[src/rtl/uart_rx_fifo.sv]
// uart_rx_fifo: receive-side byte buffer behind the UART receiver.
// Captures (in_data, in_valid) strobes into a FIFO and presents the head
// entry through a first-word-fall-through valid/ready interface. The
// receiver cannot be stalled, so bytes arriving while full are dropped
// and recorded in a sticky overflow flag.
// Optional feature macro: UART_RX_FIFO_DROP_COUNT_EN adds a saturating
// 16-bit drop counter output (drop_count).
module uart_rx_fifo #(
  parameter int WIDTH = 8,
  parameter int DEPTH = 16
) (
  input  logic                     clk,
  input  logic                     rst,
  input  logic [WIDTH-1:0]         in_data,
  input  logic                     in_valid,
  output logic [WIDTH-1:0]         out_data,
  output logic                     out_valid,
  input  logic                     out_ready,
  output logic [$clog2(DEPTH):0]   level,
  output logic                     overflow,
  input  logic                     overflow_clr
`ifdef UART_RX_FIFO_DROP_COUNT_EN
  ,
  output logic [15:0]              drop_count
`endif
);

  localparam int AW = $clog2(DEPTH);

  logic [WIDTH-1:0] mem [DEPTH];
  logic [AW:0]      wr_ptr;
  logic [AW:0]      rd_ptr;
  logic             empty;
  logic             full;
  logic             pop;
  logic             push;
  logic             drop;

  // Status and handshake decode; everything is derived from the registered
  // pointers, so out_valid has no combinational path from in_valid.
  // A full FIFO can still accept a byte when the head is leaving in the
  // same cycle, because the freed slot is the one being written.
  always_comb begin
    empty     = (wr_ptr == rd_ptr);
    full      = (wr_ptr[AW] != rd_ptr[AW]) && (wr_ptr[AW-1:0] == rd_ptr[AW-1:0]);
    out_valid = !empty;
    pop       = out_valid && out_ready;
    push      = in_valid && (!full || pop);
    drop      = in_valid && full && !pop;
    level     = wr_ptr - rd_ptr;
    out_data  = mem[rd_ptr[AW-1:0]];
  end

  // Storage write; contents are intentionally not reset, and a strobe in
  // the reset cycle is ignored.
  always_ff @(posedge clk) begin
    if (!rst && push) begin
      mem[wr_ptr[AW-1:0]] <= in_data;
    end
  end

  // Pointer update; both wrap naturally modulo 2*DEPTH.
  always_ff @(posedge clk) begin
    if (rst) begin
      wr_ptr <= '0;
      rd_ptr <= '0;
    end else begin
      if (push) wr_ptr <= wr_ptr + 1'b1;
      if (pop)  rd_ptr <= rd_ptr + 1'b1;
    end
  end

  // Sticky overflow flag; a drop in the same cycle as a clear wins.
  always_ff @(posedge clk) begin
    if (rst) begin
      overflow <= 1'b0;
    end else if (drop) begin
      overflow <= 1'b1;
    end else if (overflow_clr) begin
      overflow <= 1'b0;
    end
  end

`ifdef UART_RX_FIFO_DROP_COUNT_EN
  // Saturating drop counter; a clear coinciding with a drop leaves it at 1.
  always_ff @(posedge clk) begin
    if (rst) begin
      drop_count <= '0;
    end else if (drop) begin
      if (overflow_clr) begin
        drop_count <= 16'd1;
      end else if (drop_count != 16'hFFFF) begin
        drop_count <= drop_count + 16'd1;
      end
    end else if (overflow_clr) begin
      drop_count <= '0;
    end
  end
`endif

endmodule
[config.mk]
export PLATFORM = sky130hd
export DESIGN_NAME = uart_rx_fifo
export DESIGN_NICKNAME = d
export VERILOG_FILES = /design/src/rtl/uart_rx_fifo.sv
export SDC_FILE = /design/constraint.sdc
export NUM_CORES = 1
export LEC_CHECK = 0
export CAP_MARGIN = 20
export CORE_MARGIN = 5
export CORE_UTILIZATION = 60
export DETAILED_ROUTE_END_ITERATION = 8
export GPL_TIMING_DRIVEN = 0
export PLACE_DENSITY = 0.79
export REMOVE_ABC_BUFFERS = 1
export SYNTH_ARGS = -nofsm -noshare
export SYNTH_HDL_FRONTEND = slang
export SYNTH_SLANG_ARGS = --single-unit
[constraint.sdc]
create_clock -name clk -period 7.45 [get_ports clk]
set_input_delay 2.235 -clock clk [delete_from_list [all_inputs] [get_ports clk]]
set_output_delay 2.235 -clock clk [all_outputs]
set_load 0.01 [all_outputs]
# ---- Yosys cells after proc, flatten, opt, wreduce, memory -nomap -nowiden
# Memory sizes are Yosys's and may differ from the RTL's. A register that Yosys moved wholly into a read port is not among the register bits.
# Index checks and enable logic that the tools add are counted.
dict set report word_totals {
  regBits 11
  latch_bits 0
  mem_bits_rw 128
  rom_bits 0
  in_bits 13
  out_inout_bits 15
  elab_cells 28
  n_memories 1
}
dict set report classes {
  add_sub_neg 3
  multipliers 0
  div_mod_pow 0
  magnitude_cmp 0
  n_eq_ne 3
  shift 0
  muxes 6
  n_bitwise 0
  reduce_logical 12
}
# name depth word_bits read_ports rd_clocked_by_memory_dff write_ports line
set mem_list {}
lappend mem_list {mem 16 8 1 1 1 30} ;# logic [WIDTH-1:0] mem [DEPTH];
# op n
set op_table {}
lappend op_table {{adder 5 x 1 -> 5 bit (second input constant)} 2}
lappend op_table {{two-way mux 4 bit} 2}
lappend op_table {{logical AND 1 bit} 6}
lappend op_table {{equality test 5 bit} 1}
lappend op_table {{subtractor 5 bit} 1}
lappend op_table {{equality test 4 bit} 1}
lappend op_table {{zero test 1 bit} 4}
lappend op_table {{two-way mux 1 bit} 4}
lappend op_table {{nonzero test 2 bit} 1}
lappend op_table {{logical OR 1 bit} 1}
lappend op_table {{inequality test 1 bit} 1}

# ---- Depth between registers and ports, before layout
dict set report depth {
  depth_word 8
  mapped_depth 7
  depth_no_buf 7
}

# ---- Worst setup path before layout
# Ideal clock, no wire load.
dict set report synth_path {
  kind {reg2out}
  from {reg wr_ptr[0]}
  to {out level[4]}
  arrival_ns 1.516
  t_required_ns 5.215
  slack_ns 3.699
  stages_incl_launch_ff 8
  n_path_buf 0
  cell_sequence {dfxtp_1 > inv_1 > ha_1 > fa_1 > inv_1 > a21o_1 > a21oi_1 > xnor2_1}
}
dict set report synth_via {
  elab_chain_len 1
}
# item line
set synth_rtl {}
lappend synth_rtl {{from (decl)} 31} ;# logic [AW:0] wr_ptr;
lappend synth_rtl {{from (signal assigned)} 68} ;# if (push) wr_ptr <= wr_ptr + 1'b1;
lappend synth_rtl {{subtractor 5 bit} 50} ;# level = wr_ptr - rd_ptr;
lappend synth_rtl {{to (decl)} 19} ;# output logic [$clog2(DEPTH):0] level,
# No other way between the ends.

==> metrics <==
number of placed instances, taps included=roughly 460; CP max stage cell=dfxtp_2; Slew @ Worst Pin=just under 0.9 ns; Hold Path Class=flip-flop to flip-flop; power consumption=about 2 mW; Num CTS Buffers=17; Leak=around 2.2 nW; #FFs+latches synth=143; setup TNS=0 ns; Synth Area in Simple Gates=about 5.6%; Hold Crit Start=rd_ptr[3]; Clock Skews=between 0.01 and 0.015 ns; Post-CTS Resized=0; TritonCTS clock tree=done; CTS Sinks=between 100 and 150; Seq/Total Area, Yosys=between 70% and 80%; Yosys warning count=0; core box area=between 9000 and 10,000 µm²; Setup Crit Path Kind=flip-flop to output pin; cell area after placement=about 6200 µm²; DRC=0; Compound-Gate Fraction of Synth Area=under 10%; Detail Route Antenna Nets=0; Worst Path Max Fanout=17; Die Span Y=between 100 and 150 µm; Initial Util=between 60 and 70%; slowest stage delay, CP=between 0.7 and 0.8 ns; Final nets=372; R2R Path Start=wr_ptr[2]; DR WL/cell=roughly 22 µm; Root Buffer Master=clkbuf_8; share of cells above drive strength 1=roughly 22%; final setup violation count=0; Top Ports=28; post-synthesis mux area share=approximately an eighth; hold bufs inserted after CTS=0; Hold Slack=between 0.5 and 0.6 ns; Critical Path End Type=output pin; all-layer global routing usage=roughly 20%; Final HPWL DP=6900 µm; total die area=approximately 12,000 µm²; initial antenna violation count=0; Max Freq=194 MHz; diode count=0; Layout area overhead=17.1%; main combinational cell family by area after synthesis=multiplexers; Synth Cell Area=5760 µm²; Initial DRC Count=about 250; setup repair bufs after CTS=0; clk_lat worst skew=~0.52 ns; H-tree levels=4; PD cells=about 290 nW/µm²; PortBufs=27; Post-Place Worst Slack=2.77 ns; die span in x=between 100 and 150 µm; WP data arrival=2.91 ns; adder-cell share of the synthesized area=2.30%; CP Buf/Inv Count=2; RSZ-0062 raised after global routing=no; top cells by area, synth=edfxtp_1, mux4_2, dfxtp_1; pin count of the biggest net entering global routing=33; grt total ovfl=0; Clock transition at path regs=about 0.060 ns; Main synth FF type=edfxtp_1; GP Congestion=slightly below 0.8; vias=between 2,000 and 3,000; r2r setup slk=between 4 and 5 ns; # Max-Cap Violations=0; drt first pass iters=4; vias in the first global route=roughly 3,200; Startpoint Class=flip-flop; outcome=finished clean; Mapped Cells=310; final wirelength=about 11,000 µm; VDD IR max=200 µV; post-synth cell types=42; Post-synth EDFFs=around 130; Final Cell Area=6740 µm²; Final Core Density=between 70 and 80%; share of the synthesized area in the top cell type=about two thirds; Post-Synth XOR/XNOR Area=1.78%; Avg Cell Area, Syn=about 19 µm²; area leader, netlist=edfxtp_1; Vias per Instance=approximately 6.0; row count=35; final worst-path cycle share=slightly below 70%; Tmin final=5.15 ns; Layout Cells excl Fill=around 500; crit-path cells=buf_12, mux4_2, a22oi_1, nand2_1, clkdlybuf4s50_1; CP top delay family=flip-flops; Worst slew margin=a little over 40%; ys async rst share=0%; Max Slew Vio Count=0; final worst setup slack=about 2.3 ns; final hold vios=0; global-route wire length before repair=17,400 µm; clock buffer depth=2; Critical Path RT=~5.2 ns
state kept, by name, summed over array words and instances, names as in the netlist, named ones only:
name      count
mem         128
overflow      1
rd_ptr        5
wr_ptr        5
cells in the final DEF (no fill, tap or decap), drive strengths merged, types with 3 or more instances in the layout:
cell           instances
edfxtp               128
mux4                  32
clkdlybuf4s50         27
clkbuf                19
nor2                  18
inv                   18
a22oi                 16
dfxtp                 15
nand2                 14
ha                     9
xnor2                  6
nor3                   6
a21oi                  5
buf                    5
nor2b                  4
and2                   4
or3                    4
xor2                   4
o21ai                  4
nand4                  3
clkinv                 3
logic make-up after synthesis:
| kind of cell | after synthesis |
|---|---|
| DFF | 143 |
| and+or+nand+nor | 60 |
| muxes | 34 |
| AOI/OAI and AO/OA | 32 |
| buffers and inverters | 21 |
| xor gates and xnor gates | 10 |
| adders and majority gates | 10 |
path summary, 6_finish.rpt:
check	endpoint	cells past startpoint
min	flip-flop	2
max reg2reg	mem[4][0]	5
max	out_data[7]	5
min reg2reg	flip-flop	2
synth_stat cells (3+ instances only):
library cell and instances:
a21oi_1 5, a22oi_1 16, and2_1 4, buf_1 3, clkbuf_1 5, dfxtp_1 15, edfxtp_1 128, ha_1 9
inv_1 9, mux4_2 32, nand2_1 14, nor2_1 18, nor2b_1 4, nor3_1 4, or3_1 4, xnor2_1 5
xor2_1 3
area by class of cell:
| class | count | area, µm² |
|---|---|---|
| flip-flops and latches | 143 | 4150 |
| repair buffers | 32 | 320 |
| clock inverters | 13 | 92.6 |
| fillers | 556 | 2540 |
| multi-input cells | 146 | 1530 |
| clock buffers | 19 | 464 |
| inverters | 9 | 33.8 |
| well taps | 129 | 161 |
layer usage:
metal | vias up | part of all wire (%) | global-route usage [%]
li1 | 1322 | - | -
met1 | 1497 | 39 | 25.7
met2 | 124 | 53 | 35.0
met3 | 16 | 6.2 | 4.90
met4 | 0 | 1.9 | 8.39
met5 | - | 0 | 0
report_power, final:
part	switching [mW]	leakage [nW]	internal, mW
clock	0.332	0.282	0.453
sequential	0.0320	1.28	0.885
combinational	0.102	0.624	0.148
total	0.466	2.18	1.49
worst min-delay path, cell delays in order (launching register included):
cell,delay (ns)
dfxtp_1,0.34
o21ai_0,0.08
a21oi_1,0.08
(Power assumes the default switching activity.)
